<file path="src/rtl/mem_bus_responder_pkg.sv">
// Shared definitions for the paged memory bus responder: widths, burst
// length, read latency and the controller state encoding.
package mcDefs;

  localparam int PAGE_W     = 4;   // page number field, address bits [15:12]
  localparam int OFFSET_W   = 12;  // word offset inside a page
  localparam int DATA_W     = 16;  // bus and array word width
  localparam int BURST_LEN  = 4;   // beats per transfer
  localparam int BEAT_W     = 2;   // beat counter width
  localparam int RD_LATENCY = 1;   // array read data arrives one cycle after mem_re

  typedef enum logic [1:0] {
    ST_IDLE    = 2'd0,
    ST_RD_WAIT = 2'd1,
    ST_RD_DATA = 2'd2,
    ST_WR_DATA = 2'd3
  } state_e;

  // Offsets wrap inside the page: 12'hFFF + 1 becomes 12'h000.
  function automatic logic [OFFSET_W-1:0] next_offset(input logic [OFFSET_W-1:0] off);
    return off + 12'd1;
  endfunction

endpackage

</file>
<file path="src/rtl/mem_bus_responder_burst_addr_gen.sv">
// Burst address generator: keeps the in-page word offset and the beat
// counter, wraps the offset inside the page and flags the final beat.
module burst_addr_gen import mcDefs::*; #(
  parameter int BURST = BURST_LEN
) (
  input  logic                clk,
  input  logic                rst,
  input  logic                load,
  input  logic [OFFSET_W-1:0] load_offset,
  input  logic                addr_step,
  input  logic                beat_step,
  output logic [OFFSET_W-1:0] offset,
  output logic                last_beat
);

  localparam logic [BEAT_W-1:0] LAST_BEAT = BEAT_W'(BURST - 1);

  logic [OFFSET_W-1:0] offset_d, offset_q;
  logic [BEAT_W-1:0]   beat_d, beat_q;

  // Next offset: load on accept, otherwise advance once per issued array access.
  always_comb begin
    offset_d = offset_q;
    if (load) begin
      offset_d = load_offset;
    end else if (addr_step) begin
      offset_d = next_offset(offset_q);
    end else begin
      offset_d = offset_q;
    end
  end

  // Next beat count: cleared on accept, advanced once per data beat on the bus.
  always_comb begin
    beat_d = beat_q;
    if (load) begin
      beat_d = '0;
    end else if (beat_step) begin
      beat_d = beat_q + 2'd1;
    end else begin
      beat_d = beat_q;
    end
  end

  // Offset and beat registers, cleared asynchronously by reset.
  always_ff @(posedge clk or posedge rst) begin
    if (rst) begin
      offset_q <= '0;
      beat_q   <= '0;
    end else begin
      offset_q <= offset_d;
      beat_q   <= beat_d;
    end
  end

  assign offset    = offset_q;
  assign last_beat = (beat_q == LAST_BEAT);

endmodule

</file>
<file path="src/rtl/mem_bus_responder.sv">
// Paged memory bus responder: answers 4-beat read and write bursts on a
// multiplexed address/data bus for one 4K-word page of an external array.
// All outputs are decoded from the state and offset flops, so reset clears
// them immediately; write data flows straight from the bus to the array in
// the beat cycle, and read data flows straight from the array to the bus.
module mem_bus_responder import mcDefs::*; #(
  parameter logic [PAGE_W-1:0] PAGE  = 4'h0,
  parameter int                BURST = BURST_LEN
) (
  input  logic                clk,
  input  logic                resetH,
  input  logic [DATA_W-1:0]   AddrData_in,
  input  logic                AddrValid,
  input  logic                rw,
  output logic [DATA_W-1:0]   AddrData_out,
  output logic                AddrData_oe,
  output logic [OFFSET_W-1:0] mem_addr,
  output logic [DATA_W-1:0]   mem_wdata,
  output logic                mem_we,
  output logic                mem_re,
  input  logic [DATA_W-1:0]   mem_rdata
);

  state_e              state_d, state_q;
  logic                accept_s;
  logic                rd_issue_s;
  logic                wr_beat_s;
  logic                bus_beat_s;
  logic                last_beat_s;
  logic [OFFSET_W-1:0] offset_s;

  // An address phase is taken only while idle and only for our own page.
  assign accept_s = (state_q == ST_IDLE) && AddrValid &&
                    (AddrData_in[DATA_W-1:OFFSET_W] == PAGE);

  // Reads issue in RD_WAIT and in every RD_DATA beat except the last, since
  // the array answers one cycle later; writes issue on every WR_DATA beat.
  assign rd_issue_s = (state_q == ST_RD_WAIT) ||
                      ((state_q == ST_RD_DATA) && !last_beat_s);
  assign wr_beat_s  = (state_q == ST_WR_DATA);
  assign bus_beat_s = (state_q == ST_RD_DATA) || (state_q == ST_WR_DATA);

  burst_addr_gen #(
    .BURST(BURST)
  ) u_addr_gen (
    .clk        (clk),
    .rst        (resetH),
    .load       (accept_s),
    .load_offset(AddrData_in[OFFSET_W-1:0]),
    .addr_step  (rd_issue_s || wr_beat_s),
    .beat_step  (bus_beat_s),
    .offset     (offset_s),
    .last_beat  (last_beat_s)
  );

  // Burst sequencing; address phases seen mid-burst are simply not looked at.
  always_comb begin
    state_d = state_q;
    case (state_q)
      ST_IDLE: begin
        if (accept_s) begin
          state_d = rw ? ST_RD_WAIT : ST_WR_DATA;
        end else begin
          state_d = ST_IDLE;
        end
      end
      ST_RD_WAIT: begin
        state_d = ST_RD_DATA;
      end
      ST_RD_DATA: begin
        if (last_beat_s) begin
          state_d = ST_IDLE;
        end else begin
          state_d = ST_RD_DATA;
        end
      end
      ST_WR_DATA: begin
        if (last_beat_s) begin
          state_d = ST_IDLE;
        end else begin
          state_d = ST_WR_DATA;
        end
      end
      default: begin
        state_d = ST_IDLE;
      end
    endcase
  end

  // State register; reset aborts any burst in flight.
  always_ff @(posedge clk or posedge resetH) begin
    if (resetH) begin
      state_q <= ST_IDLE;
    end else begin
      state_q <= state_d;
    end
  end

  assign mem_re       = rd_issue_s;
  assign mem_we       = wr_beat_s;
  assign mem_addr     = offset_s;
  assign mem_wdata    = wr_beat_s ? AddrData_in : 16'h0000;
  assign AddrData_oe  = (state_q == ST_RD_DATA);
  assign AddrData_out = AddrData_oe ? mem_rdata : 16'h0000;

endmodule

</file>
<file path="config.mk">
export PLATFORM = sky130hd
export DESIGN_NAME = mem_bus_responder
export DESIGN_NICKNAME = d
export VERILOG_FILES = /design/src/rtl/mem_bus_responder_pkg.sv /design/src/rtl/mem_bus_responder_burst_addr_gen.sv /design/src/rtl/mem_bus_responder.sv
export SDC_FILE = /design/constraint.sdc
export NUM_CORES = 1
export LEC_CHECK = 0
export ABC_AREA = 1
export CAP_MARGIN = 30
export CORE_ASPECT_RATIO = 1.1
export CORE_MARGIN = 2
export CORE_UTILIZATION = 30
export CTS_CLUSTER_SIZE = 20
export DETAILED_ROUTE_END_ITERATION = 6
export GPL_TIMING_DRIVEN = 0
export PLACE_DENSITY = 0.67
export SYNTH_ARGS = -nofsm -noshare
export SYNTH_HDL_FRONTEND = slang
export SYNTH_SLANG_ARGS = --single-unit
</file>
<file path="constraint.sdc">
create_clock -name clk -period 1.9 [get_ports clk]
set_clock_uncertainty 0.2 [all_clocks]
set_input_delay 0.38 -clock clk [delete_from_list [all_inputs] [get_ports clk]]
set_output_delay 0.38 -clock clk [all_outputs]
set_load 0.02 [all_outputs]
</file>
# After elaboration in Yosys (flattened, before gate mapping)
# Index checks and enable logic that the tools add are counted.
# word_totals
in_bits	36
out_inout_bits	47
reg_bits	16
# op_classes
n_reduce_logical	11
n_mux	11
add_sub_neg	2
eq_ne	4
# op_table
operator	count
16-bit two-way mux	2
12-bit two-way mux	2
12-bit by 1-bit adder with 12-bit output (second input constant)	1
2-bit two-way mux	6
2-bit one-hot mux with 4 select lines	1
2-bit equality test (second input constant)	3
4-bit logical NOT	1
2-bit nonzero test	2
1-bit logical AND	3
1-bit logical OR	3
2-bit by 1-bit adder with 2-bit output (second input constant)	1
2-bit by 1-bit equality test with 1-bit output (second input constant)	1
2-bit logical NOT	1
1-bit logical NOT	1

# Depth between registers and ports, before layout
# logic_depth
ltp_word	7
depth_mapped	9
mapped_depth_nobuf	9

# By module
# From an unflattened synthesis, not the netlist that was laid out.
# unflattened
hier_cells	198
area_unflattened_um2	1291.2
# by_module_without_submodules
mod	instances	area_per_inst_um2	seq_area_each_um2	cells_each
burst_addr_gen	1	852.1	350.3	106
mem_bus_responder	1	439.2	50.0	92

# Worst setup path before layout
# OpenSTA, ideal clock, no wires.
# synth_timing
kind	register to output
startpoint	register state_q[1]
endpoint	output AddrData_out[10]
stages_incl_launch_ff	6
t_arrival_ns	1.307
n_path_buf	1
slack_ns	0.013
path_cell_list	dfrtp_1 inv_2 nor2_2 inv_2 buf_2 nor2_1
# synth_via
elab_chain_len	2
# synth_lines
item	line	source
from (decl)	mem_bus_responder.sv:24	state_e state_d, state_q;
from (signal assigned)	mem_bus_responder.sv:95	state_q <= state_d;
2-bit equality test	mem_bus_responder.sv:103	assign AddrData_oe = (state_q == ST_RD_DATA);
named net AddrData_oe	mem_bus_responder.sv:16	output logic AddrData_oe,
16-bit two-way mux	mem_bus_responder.sv:104	assign AddrData_out = AddrData_oe ? mem_rdata : 16'h0000;
to (decl)	mem_bus_responder.sv:15	output logic [DATA_W-1:0] AddrData_out,
# The timed path passes the listed nets, and every way through them passes these cells.

# Worst setup path in the final report
# layout_timing
startpoint	register state_q[1]
endpoint	output AddrData_out[7]
# layout_via
elab_chain_len	2
# layout_lines
item	line
2-bit equality test	mem_bus_responder.sv:103
16-bit two-way mux	mem_bus_responder.sv:104
# No other way between the ends.

==> results by group <==
Run status
  – Status: finished with violations
  – Failing checks: setup timing

Floorplan
  – Die X: around 68 um
  – Core ar.: 0.00432 mm^2
  – Ports: a little over 80
  – Core Rows: 25
  – Initial Util: 0.313
  – Die area: just over 0.005 mm^2
  – Die Span Y: 74.4 um

Global routing
  – Number of global-route vias before repair: 1411
  – Total grt overflow: 0
  – Initial antenna violation count: 0
  – Largest net degree at the start of global routing: 17
  – GRT Total Usage: 0.164
  – First-pass GRT wire length: 6330 um

Route
  – DRC violations left: 0
  – Final ANT Viol Nets: 0
  – Via density: 4.41
  – DR iter-0 viols: 68
  – Metal1 wirelength: 1700 um
  – Routed wl met3: 207 um
  – Drt pass-1 iters: 4
  – Vias: about 1600
  – Max layer used: met4
  – WL final: 3970 um
  – Met2 wire len: 2030 um
  – WL/cell: 11.1 um

Critical path
  – Type of origin of the critical path: flip-flop
  – CP max-delay cell: dfrtp_2
  – Cell family with most CP delay: flip-flops
  – Worst path max stage delay: about 0.44 ns
  – Most frequent CP cell: inv_4
  – Buf/Inv on CP: 4
  – CP Class: reg2out
  – Worst Path Arrival: ~1.3 ns
  – Stages on worst setup path: 6
  – CP Max Fanout: 10
  – Setup crit end kind: output port
  – Reg2Reg Depth: 7
  – Cell Chain, Critical Path: inv_4, nor2_4, inv_4, buf_6, nor2_1, buf_4
  – WP data required: 1.32 ns

Layout
  – Final core occ: 0.522
  – Fraction of layout cells with a size suffix above 1: 0.240
  – Nets: around 340
  – N_diodes: 0
  – Area Growth Syn to Fin: 66.7%

CTS
  – CTS Buffer Depth: 2
  – Clk Latency, worst-skew pair: 0.25 ns
  – Clock root buffer: clkbuf_8
  – CTS buffer count: 3
  – CTS Hold Bufs: 0
  – H-tree depth: 1
  – TritonCTS clock tree: built
  – Clock transition at path regs: roughly 0.07 ns
  – Clk sink count: 16

Logic synthesis
  – EDFF count, synth: 0
  – Area contributors post-synth: dfrtp_1 30%, inv_1 13%, nand2_1 12%, nor2_1 11%, nand3_1 10%
  – Top-count cell post-synth: inv_1
  – Syn Inst Count: 213
  – Area leader, netlist: dfrtp_1
  – Async SR Flop Fraction: 1.00
  – Yosys warning count: 0
  – Register area share after synthesis: 0.296
  – Share of the synthesized area in the top cell type: 0.296
  – Most frequent cells after synthesis: 47 x inv_1, 45 x nand2_1, 39 x nor2_1
  – Synth unique cells: 26
  – Seq cells post-synth: 16
  – Synthesized area: 0.00135 mm^2
  – Syn Area/Cell: between 6 and 7 um^2
  – Primary FF master, synth: dfrtp_1
  – Syn Nets: 251

STA
  – RSZ-0062 raised after global routing: yes
  – Slew @ Worst Pin: 0.658 ns
  – Fmax: 0.526 GHz
  – Max-slew violation count: 0
  – Fin. Hold Viols: 0
  – Rel. slew slack: 0.561
  – Final period util: 1.00
  – # setup viols final: 1
  – Final WS setup: -0.00103 ns
  – Tmin final: roughly 1.9 ns

Power
  – Power, Total: roughly 2500 uW
  – Power Density: 1100 mW/mm^2
  – Max rail drop VDD: 0.459 mV
  – Leakage dissipation: 0.00131 uW

Run
  – Maxcap violations: 0

Placed design
  – DP HPWL: 3050 um
  – I/O Buffers: between 80 and 90
  – GPL Wtd Cong: 0.782

Worst hold path
  – Hold Crit Class: in2async
-- area by class of cell --
class	instances	area, um^2
multi-input combinational	142	752
fill	466	2060
tap	54	67.6
buffer	5	46.3
timing repair buffer	87	736
clock buffer	4	55.1
inverter	50	195
sequential	16	403
-- placed cells by master (no fill, tap or decap) --
cell type and count:
inv_1 46, nand2_1 44, nor2_1 37, clkdlybuf4s50_1 36, nand3_1 28, buf_2 19
buf_4 14, dfrtp_1 14, dlygate4sd2_1 9, nor2_2 5, clkbuf_8 5, clkbuf_2 5
nand3_2 4, dlymetal6s2s_1 4, inv_4 3, nand4_1 3, buf_6 3, o211ai_2 3
nand2_4 2, xor2_1 2, o21ai_1 2, o21bai_1 2, dfrtp_2 2, nor2_8 1
nand2_8 1, inv_2 1, a21oi_2 1, xnor2_1 1, or2_2 1, nor2_4 1
o21ai_0 1, nand3b_1 1, ha_1 1, ha_2 1, buf_12 1
-- path summary, 6_finish.rpt --
| check | start | to | slack [ns] |
|---|---|---|---|
| worst max-delay path | state_q[1] | AddrData_out[7] | -0.001 |
| worst min-delay path | resetH | u_addr_gen.offset[10] | 0.32 |
| worst max register to register | state_q[1] | u_addr_gen.offset[9] | 0.25 |
| worst min register to register | u_addr_gen.beat_q[1] | u_addr_gen.beat_q[1] | 0.34 |
| max in group asynchronous | resetH | state_q[1] | 0.72 |
| min in group clk | u_addr_gen.beat_q[1] | u_addr_gen.beat_q[1] | 0.34 |
-- state kept, by name (all words and copies together) (netlist names) --
register	cells
u_addr_gen.beat_q	2
state_q	2
u_addr_gen.offset	12
-- metal layers --
layer | track usage | up-vias
met3 | 0.0227 | 5
met1 | 0.204 | 706
met5 | 0 | -
li1 | - | 825
met2 | 0.294 | 41
met4 | 0.0467 | 0
-- kinds of logic after synthesis --
family | synth area share
AND/OR/NAND/NOR | 0.447
XOR/XNOR | 0.0194
adder cells (fa/ha/maj) | 0.0185
AO/OA/AOI/OAI | 0.0564
buffers and inverters | 0.163
flip-flops | 0.296
-- stage by stage --
stage	TNS, ns	worst slack [ns]	instance area (um^2)	hold slack [ns]	instances
CTS	-0.432	-0.0509	2340	0.340	357
detailed placement	-11.89	-0.522	2240	0.322	349
floorplan	0	0.0132	1350	0.0937	213
global placement	-11.82	-0.530	2240	0.294	349
global route	-0.601	-0.0797	2250	0.363	358
finish	-0.00103	-0.00103	2250	0.323	358
-- power breakdown --
part,internal [uW],switching [uW]
clock network,184,131
registers,476,179
logic,647,857
total,1310,1170
-- repair_timing --
item,in CTS,in global routing
setup buffers,4,1
hold endpoints to repair,0,0
resized for setup,129,40
pin swaps,1,1
endpoints found under the setup margin,42,36
-- worst reg2reg max path, stage by stage (launching register included) --
cell and delay, ns:
dfrtp_2 0.46, buf_4 0.16, a21oi_2 0.22, buf_2 0.30
nand3_1 0.11, nand2_1 0.06, inv_1 0.03, nand2_1 0.04
(Power assumes the default switching activity.)
